## src/rtl/registrador_de_instrucoes.sv

```systemverilog
// SAP-1 instruction register: latches one instruction word from the W-bus and presents
// the opcode unconditionally and the operand only while ei_lsb enables it.
module registrador_de_instrucoes #(
    parameter int DATA_W = 8,
    parameter int OPER_W = 4
) (
    input  logic              clk,
    input  logic              clr_msb,
    input  logic              load,
    input  logic              ei_lsb,
    input  logic [DATA_W-1:0] entrada_instrucao,
    output logic [DATA_W-1:0] saida_instrucao
);

    logic [DATA_W-1:0] ir_r;
    logic [OPER_W-1:0] operand_s;

    // Instruction storage; clr_msb clears asynchronously and overrides load.
    always_ff @(posedge clk or posedge clr_msb) begin
        if (clr_msb) begin
            ir_r <= {DATA_W{1'b0}};
        end else if (load) begin
            ir_r <= entrada_instrucao;
        end else begin
            ir_r <= ir_r;
        end
    end

    // Operand gate: ei_lsb only masks the visible field, never the stored word.
    always_comb begin
        operand_s = {OPER_W{1'b0}};
        if (ei_lsb) begin
            operand_s = ir_r[OPER_W-1:0];
        end else begin
            operand_s = {OPER_W{1'b0}};
        end
    end

    // Output word: opcode always visible, operand as gated above.
    always_comb begin
        saida_instrucao = {ir_r[DATA_W-1:OPER_W], operand_s};
    end

endmodule

```

## config.mk

```make
export PLATFORM = sky130hd
export DESIGN_NAME = registrador_de_instrucoes
export DESIGN_NICKNAME = d
export VERILOG_FILES = /design/src/rtl/registrador_de_instrucoes.sv
export SDC_FILE = /design/constraint.sdc
export NUM_CORES = 1
export LEC_CHECK = 0
export ABC_AREA = 1
export CAP_MARGIN = 20
export CORE_AREA = 2 2 39 41
export DETAILED_ROUTE_END_ITERATION = 7
export DIE_AREA = 0 0 41 43
export PLACE_DENSITY = 0.6
export SLEW_MARGIN = 20
export SYNTH_ARGS = -nofsm -noshare
export SYNTH_HDL_FRONTEND = slang
export SYNTH_SLANG_ARGS = --single-unit
```

## constraint.sdc

```tcl
create_clock -name clk -period 0.84 [get_ports clk]
set_clock_uncertainty 0.05 [all_clocks]
set_input_delay 0.21 -clock clk [delete_from_list [all_inputs] [get_ports clk]]
set_output_delay 0.21 -clock clk [all_outputs]
set_load 0.01 [all_outputs]
```

# [After elaboration in Yosys (flattened, before gate mapping)]
# Index checks and enable logic that the tools add are counted.
# W data, S select, Z words.
[op_classes] n_mux=1
[op_table] op="$mux W4" count=1
[word_totals] ff_bits=8 out_inout_bits=8 elab_cells=2

# [Longest topological paths before layout]
# Gate-level depths: netlist (run 1).
[logic_depth] ltp_word=1 mapped_depth=4

# [Worst setup path before layout (run 1)]
# Ideal clock, no wire load.
[synth_path] path_type="reg-to-output" start="register ir_r[4]" end="output saida_instrucao[4]" arrival_ps=486 t_required_ps=580 setup_slack_ps=94 stages_incl_launch_ff=2 path_cell_list="dfrtp_1 > buf_4"
[synth_lines] item="from (decl)" line="15" text="logic [DATA_W-1:0] ir_r;"
[synth_lines] item="from (signal assigned)" line="21" text="ir_r <= {DATA_W{1'b0}};"
[synth_lines] item="from (signal assigned)" line="23" text="ir_r <= entrada_instrucao;"
[synth_lines] item="from (signal assigned)" line="25" text="ir_r <= ir_r;"
[synth_lines] item="to (decl)" line="12" text="output logic [DATA_W-1:0] saida_instrucao"
# No word-level cell between the ends.

# [Worst setup path in the final report (run 1)]
[layout_path] start="register ir_r[0]" end="output saida_instrucao[0]"
[layout_via] elab_chain_cells=1
[layout_lines] item="$mux W4" line="32" text="if (ei_lsb) begin"
# No other way between the ends.

==> results of run 1 <==
## cell type report
class	instances	area [um2]	share of cell area, %
repair buffers	27	218	37.0
flip-flops and latches	8	200	34.0
multi-input cells	28	105	17.9
clock buffers	3	22.5	3.83
inverters	6	22.5	3.83
well taps	16	20.0	3.40
## cells in the mapped netlist
library cell and count:
inv_1 5, nand2_1 28, buf_6 1, inv_2 1
buf_4 4, dfrtp_1 8
## power by group through the flow
stage	Combinational [mW]	Sequential, mW	Clock, mW
finish	0.202	0.437	0.286
floorplan	0.0990	0.440	0
CTS	0.191	0.437	0.299
detailed placement	0.196	0.445	0
global placement	0.194	0.445	0
global route	0.226	0.441	0.311
## layout by cell type (no fill, tap or decap)
master           Yosys  routed
buf_2                0       7
buf_4                4       8
buf_6                1       1
clkbuf_4             0       3
clkdlybuf4s50_1      0       9
dfrtp_1              8       8
dlygate4sd2_1        0       1
dlymetal6s2s_1       0       1
inv_1                5       5
inv_2                1       1
nand2_1             28      28
## metrics by stage
stage          cell area, um2  std cells  utilization (%)  hold WS [ns]  power [mW]
2_1_floorplan             369         47                -       -0.0243       0.539
3_3_place_gp              553         79             40.0         0.407       0.639
3_5_place_dp              553         79             40.0         0.413       0.641
4_1_cts                   564         86             40.8         0.157       0.927
5_1_grt                   588         88             42.5         0.183       0.978
6_report                  588         88             42.5         0.152       0.924
## repair_timing
item	CTS	global route
buffers inserted	4	2
resized for setup	33	2
endpoints found under the setup margin	8	16
pin swaps	0	0
endpoints found under the hold margin	0	0
## logic make-up (layout without fill, tap and decap cells)
logic type             after synthesis  in the layout  share of synthesized area, %
AND/OR/NAND/NOR                     28             28                          28.5
flip-flops                           8              8                          54.2
buffers and inverters               11             36                          17.3
## metal layers
metal	track usage (%)	vias up	part of all wire (%)
met4	6.00	0	0
met1	12.7	142	46
met2	12.2	10	48
met5	0	-	0
met3	4.71	0	6.8
li1	-	182	-
## worst reg2reg max path: stages (launching register included)
cell     delay (ns)
dfrtp_1        0.38
buf_4          0.13
buf_4          0.12
nand2_1        0.05
nand2_1        0.04
## worst paths after layout
path / depth (start not counted) / slack, ns / end / start
min in group clk: 4 / 0.28 / ir_r[3] / load
hold / removal: 2 / 0.15 / ir_r[2] / clr_msb
max in group asynchronous: 2 / 0.36 / ir_r[7] / clr_msb
hold reg to reg: 2 / 0.42 / ir_r[5] / ir_r[5]
setup reg to reg: 4 / -0.03 / ir_r[0] / ir_r[0]
setup / recovery: 3 / -0.27 / saida_instrucao[0] / ir_r[0]
==> results by group, run 1 <==
Global route
  – Initial antenna violation count: 0
  – First-pass GRT wire length: 1110 um
  – Overall global routing resource usage: 9.64%
  – Number of global-route vias before repair: 293
  – Largest net degree at the start of global routing: 9
  – Gr ovfl total: 0

Synthesis
  – Mapped Area: 369 um2
  – #FFs+latches synth: 8
  – Synth Area per Inst: 7.85 um2
  – Net Count, Synth: 59
  – Netlist cell types: 6
  – Synth top area share: 54.2%
  – Yosys top cell by area: dfrtp_1
  – Post-synthesis sequential area ratio: 54.2%
  – Synth Warn #: 0
  – Cells after synthesis: 47
  – Area contributors post-synth: dfrtp_1, nand2_1, buf_4

Drt
  – DRC: 0
  – Vias: 334
  – 1st-iter DRT viols: 4
  – Wirelength, routed: 690 um
  – Via density: 3.80
  – Drt wl/cell: 7.84 um
  – Final ANT Viol Nets: 0
  – Pre-antenna DRT Iters: 4

Clocking
  – CTS Root Cell: clkbuf_4
  – CTS tree: yes
  – Clk slew on worst S/H paths: 0.05 ns
  – Clock Latency Late Sink: 0.25 ns
  – Clock tree sinks: 8
  – CTS Buffer Depth: 2
  – Total CTS buffers: 3
  – Hold buffer count at cts: 0
  – CTS H-Tree Depth: 1

Outcome
  – Status: finished with violations
  – Failing checks: negative setup slack

Worst setup path
  – Endpoint class of the critical path: output pin
  – CP bufs+invs: 2
  – Largest delay contributor family on the critical path: flip-flops
  – Slowest-stage cell, CP: dfrtp_1
  – Slowest stage delay, CP: 0.38 ns
  – CP startpoint kind: flop
  – Worst-path fanout max: 2
  – Kind of critical path: reg -> out
  – Worst EP required: 0.58 ns
  – Crit path DAT: 0.85 ns
  – CP Cell Sequence: nand2_1 -> inv_1 -> buf_2

Finish
  – Largest register FFs: 8
  – Filler instances: 158
  – Nets: 86
  – Most flops, register: ir_r
  – Layout cells sized above 1: 27.8%
  – Area Growth Syn to Fin: 59.3%
  – ANT cells: 0
  – Top flop regs: ir_r: 8 flops

Floorplan
  – Die Width: 41 um
  – Ports: 20
  – Die ar.: 0.00176 mm2
  – Starting Density: 26.7%
  – Row cnt: 14
  – Die height: 43 um
  – CORE AREA: 0.00138 mm2

STA
  – Relative slew slack: 79.9%
  – Minimum clock period: 1.11 ns
  – Peak Freq: 901 MHz
  – TNS Setup: -1.76 ns
  – Slew @ Worst Pin: 0.302 ns
  – Hold Violations, Final: 0
  – Slew Viols, Final: 0
  – Slack of the critical path: -0.269 ns
  – Crit share post-route: 132%
  – Unrepaired setup endpoints after global routing: yes
  – Final setup fails: 9

Placed design
  – Routability Congestion: 0.625
  – IO buf count: 19
  – Dpl hpwl: 526 um
  – Pre-CTS setup slack: -0.795 ns

Power
  – Clock network power share: 30.9%
  – P_int: 0.704 mW
  – Power density cells: 1570 mW/mm2
  – Combinational power share: 21.8%
  – Max IR drop VDD: 0.000731 V
  – Psw: 0.221 mW
  – P_leak: 0.362 nW
  – Switching portion of total power: 23.9%
  – Seq pwr share: 47.2%

Worst hold path
  – Hold WC Path Type: in -> async

Job
  – MaxCap Viol Count: 0
Power figures use the tool's default switching activity.
==> run 2: changes to the inputs <==
--- a/config.mk
+++ b/config.mk
@@ -11,6 +11,7 @@
 export DETAILED_ROUTE_END_ITERATION = 7
 export DIE_AREA = 0 0 41 43
 export PLACE_DENSITY = 0.6
+export REMOVE_ABC_BUFFERS = 1
 export SLEW_MARGIN = 20
 export SYNTH_ARGS = -nofsm -noshare
 export SYNTH_HDL_FRONTEND = slang
==> run 2 against run 1 <==
  * The flow still finishes with violations (negative setup slack)
  * Combinational power about the same
  * Via count up 3.0%
  * Sequential share of layout area grew 0.51 points
  * First-iteration DRC count shrank 100%
  * Critical path type unchanged
  * Largest cell class unchanged
==> results by group, run 2 (synthesis gave the netlist of run 1 again) <==
Outcome
  – Status: finished with violations
  – Failing checks: negative setup slack

Clocking
  – Clock Latency Late Sink: 0.25 ns (about the same)
  – CTS Buffer Depth: 2 (unchanged)
  – Clock tree sinks: 8 (unchanged)
  – CTS H-Tree Depth: 1 (unchanged)
  – CTS Root Cell: clkbuf_4
  – Clk slew on worst S/H paths: 0.06 ns (about the same)
  – Total CTS buffers: 3 (unchanged)
  – Hold buffer count at cts: 0 (unchanged)
  – CTS tree: yes

STA
  – Slew Viols, Final: 0 (unchanged)
  – Minimum clock period: 1.10 ns (-0.0121 ns)
  – Final setup fails: 9 (unchanged)
  – TNS Setup: -1.72 ns (+0.0460 ns)
  – Slack of the critical path: -0.257 ns (+0.0121 ns)
  – Slew @ Worst Pin: 0.321 ns (+0.0197 ns)
  – Peak Freq: 911 MHz (+1.1%)
  – Unrepaired setup endpoints after global routing: yes
  – Relative slew slack: 78.6% (-1.3 points)
  – Worst hold slack: 0.163 ns (+0.0115 ns)
  – Crit share post-route: 131% (-1.4 points)
  – Hold Violations, Final: 0 (unchanged)

Finish
  – Commonest non-fill, non-tap cell in the layout: nand2_1
  – Nets: 85 (-1.2%)
  – Multi-input gate area: 108 um2 (+2.4%)
  – Largest register FFs: 8 (unchanged)
  – Top flop regs: ir_r: 8 flops
  – ANT cells: 0 (unchanged)
  – Layout cells sized above 1: 28.2% (+0.39 points)
  – Filler instances: 155 (-1.9%)
  – Most flops, register: ir_r
  – Cell area after layout: 579 um2 (-1.5%)
  – Commonest non-fill, non-tap cells in the layout: nand2_1, clkdlybuf4s50_1, dfrtp_1, buf_2, buf_4
  – Reg area: 200 um2 (unchanged)
  – Area Growth Syn to Fin: 56.9%

Floorplan
  – Die ar.: 0.00176 mm2 (unchanged)
  – Starting Density: 26.7% (unchanged)
  – Ports: 20 (unchanged)
  – CORE AREA: 0.00138 mm2 (unchanged)
  – Die height: 43 um (unchanged)
  – Die Width: 41 um (unchanged)
  – Row cnt: 14 (unchanged)

Worst setup path
  – Setup crit start: ir_r[2]
  – Reg2Reg Setup Slack: -0.02 ns (about the same)
  – CP Cell Sequence: nand2_1 -> inv_1 -> buf_2
  – RR Endpoint: ir_r[5]
  – Worst r2r src: ir_r[5]
  – Worst-path fanout max: 2 (unchanged)
  – CP startpoint kind: flop
  – Kind of critical path: reg -> out
  – Largest delay contributor family on the critical path: flip-flops
  – Reg2reg path depth: 4 (unchanged)
  – Endpoint class of the critical path: output pin
  – Crit path DAT: 0.84 ns (about the same)
  – Worst EP required: 0.58 ns (about the same)
  – Slowest-stage cell, CP: dfrtp_1
  – Slowest stage delay, CP: 0.37 ns (about the same)
  – CP bufs+invs: 2 (unchanged)

Drt
  – Via density: 3.95 (+4.2%)
  – Vias: 344 (+3.0%)
  – Final ANT Viol Nets: 0 (unchanged)
  – Pre-antenna DRT Iters: 1 (-3)
  – 1st-iter DRT viols: 0 (-4)
  – DRC: 0 (unchanged)
  – Wirelength, routed: 751 um (+8.8%)
  – Drt wl/cell: 8.63 um (+10%)

Placed design
  – Dpl cell area: 553 um2 (unchanged)
  – Routability Congestion: 0.603 (-3.6%)
  – Dpl hpwl: 559 um (+6.1%)
  – IO buf count: 19 (unchanged)
  – Pre-CTS setup slack: -0.783 ns (+0.0119 ns)

Global route
  – Initial antenna violation count: 0 (unchanged)
  – Largest net degree at the start of global routing: 9 (unchanged)
  – Number of global-route vias before repair: 289 (-1.4%)
  – First-pass GRT wire length: 1130 um (+1.9%)
  – Gr ovfl total: 0 (unchanged)
  – Overall global routing resource usage: 9.92% (+0.27 points)

Power
  – Seq pwr share: 47.2% (about the same)
  – P_int: 0.698 mW (-0.73%)
  – Power density cells: 1590 mW/mm2 (+1.3%)
  – Combinational power share: 21.5% (-0.3 points)
  – Switching portion of total power: 24.3% (+0.43 points)
  – P_leak: 0.349 nW (-3.4%)
  – Psw: 0.224 mW (+1.6%)
  – Max IR drop VDD: 0.000619 V (-15%)
  – Clock network power share: 31.3% (+0.4 points)
  – Final Power: 0.923 mW (-0.16%)

Job
  – MaxCap Viol Count: 0 (unchanged)

Worst hold path
  – Hold WC Path Type: in -> async
## run 2: area by class of cell
class | count | share of cell area, %
Timing Repair Buffer | 26 | 35.6
Sequential cell | 8 | 34.6
Multi-Input combinational cell | 28 | 18.6
Clock buffer | 3 | 3.89
Inverter | 6 | 3.89
Tap cell | 16 | 3.46
## run 2: through the flow
step           cells  util (%)
2_1_floorplan     42         -
6_report          87      41.9
3_3_place_gp      79      40.0
5_1_grt           87      41.9
3_5_place_dp      79      40.0
4_1_cts           86      40.7
## run 2: how the worst max path moves through the flow
| stage | slack [ns] | depth (start not counted) | endpoint |
|---|---|---|---|
| 4_1_cts | -0.27 | 3 | saida_instrucao[3] |
| 5_1_grt | -0.31 | 3 | saida_instrucao[3] |
| 3_5_place_dp | -0.78 | 4 | saida_instrucao[1] |
| 3_3_place_gp | -0.77 | 4 | saida_instrucao[3] |
| 6_report | -0.26 | 3 | saida_instrucao[2] |
| 2_1_floorplan | 0.12 | 2 | saida_instrucao[0] |
## run 2: metal layers
layer  wire length [um]  share of wire (%)  vias to the layer above  track usage, %
met5                  0                  0                        -               0
met3                114                 15                        0            5.76
li1                   -                  -                      179               -
met1                313                 42                      151            11.9
met2                323                 43                       14            13.1
met4                  0                  0                        0            6.00
## run 2: repair_timing
| item | in CTS | in global routing |
|---|---|---|
| gates resized for setup | 34 | 2 |
| endpoints found under the setup margin | 11 | 8 |
| hold endpoints to repair | 0 | 0 |
| buffers inserted | 4 | 1 |
## run 2: power by group through the flow
stage | logic [mW] | registers [mW] | clock network, mW
finish | 0.199 | 0.435 | 0.289
global route | 0.221 | 0.438 | 0.331
CTS | 0.191 | 0.436 | 0.305
detailed placement | 0.197 | 0.444 | 0
global placement | 0.195 | 0.444 | 0
floorplan | 0.0565 | 0.450 | 0
## run 2: worst register-to-register path: stages, from the launching register on
cell and delay [ns]:
dfrtp_1 0.37, buf_4 0.13, buf_4 0.12, nand2_2 0.05
nand2_1 0.04
==> run 3: changes to the inputs <==
--- a/config.mk
+++ b/config.mk
@@ -12,7 +12,6 @@
 export DIE_AREA = 0 0 41 43
 export PLACE_DENSITY = 0.6
 export REMOVE_ABC_BUFFERS = 1
-export SLEW_MARGIN = 20
 export SYNTH_ARGS = -nofsm -noshare
 export SYNTH_HDL_FRONTEND = slang
 export SYNTH_SLANG_ARGS = --single-unit
==> results of run 3 <==
The final DEF is identical to that of run 2; final timing and power are the same.
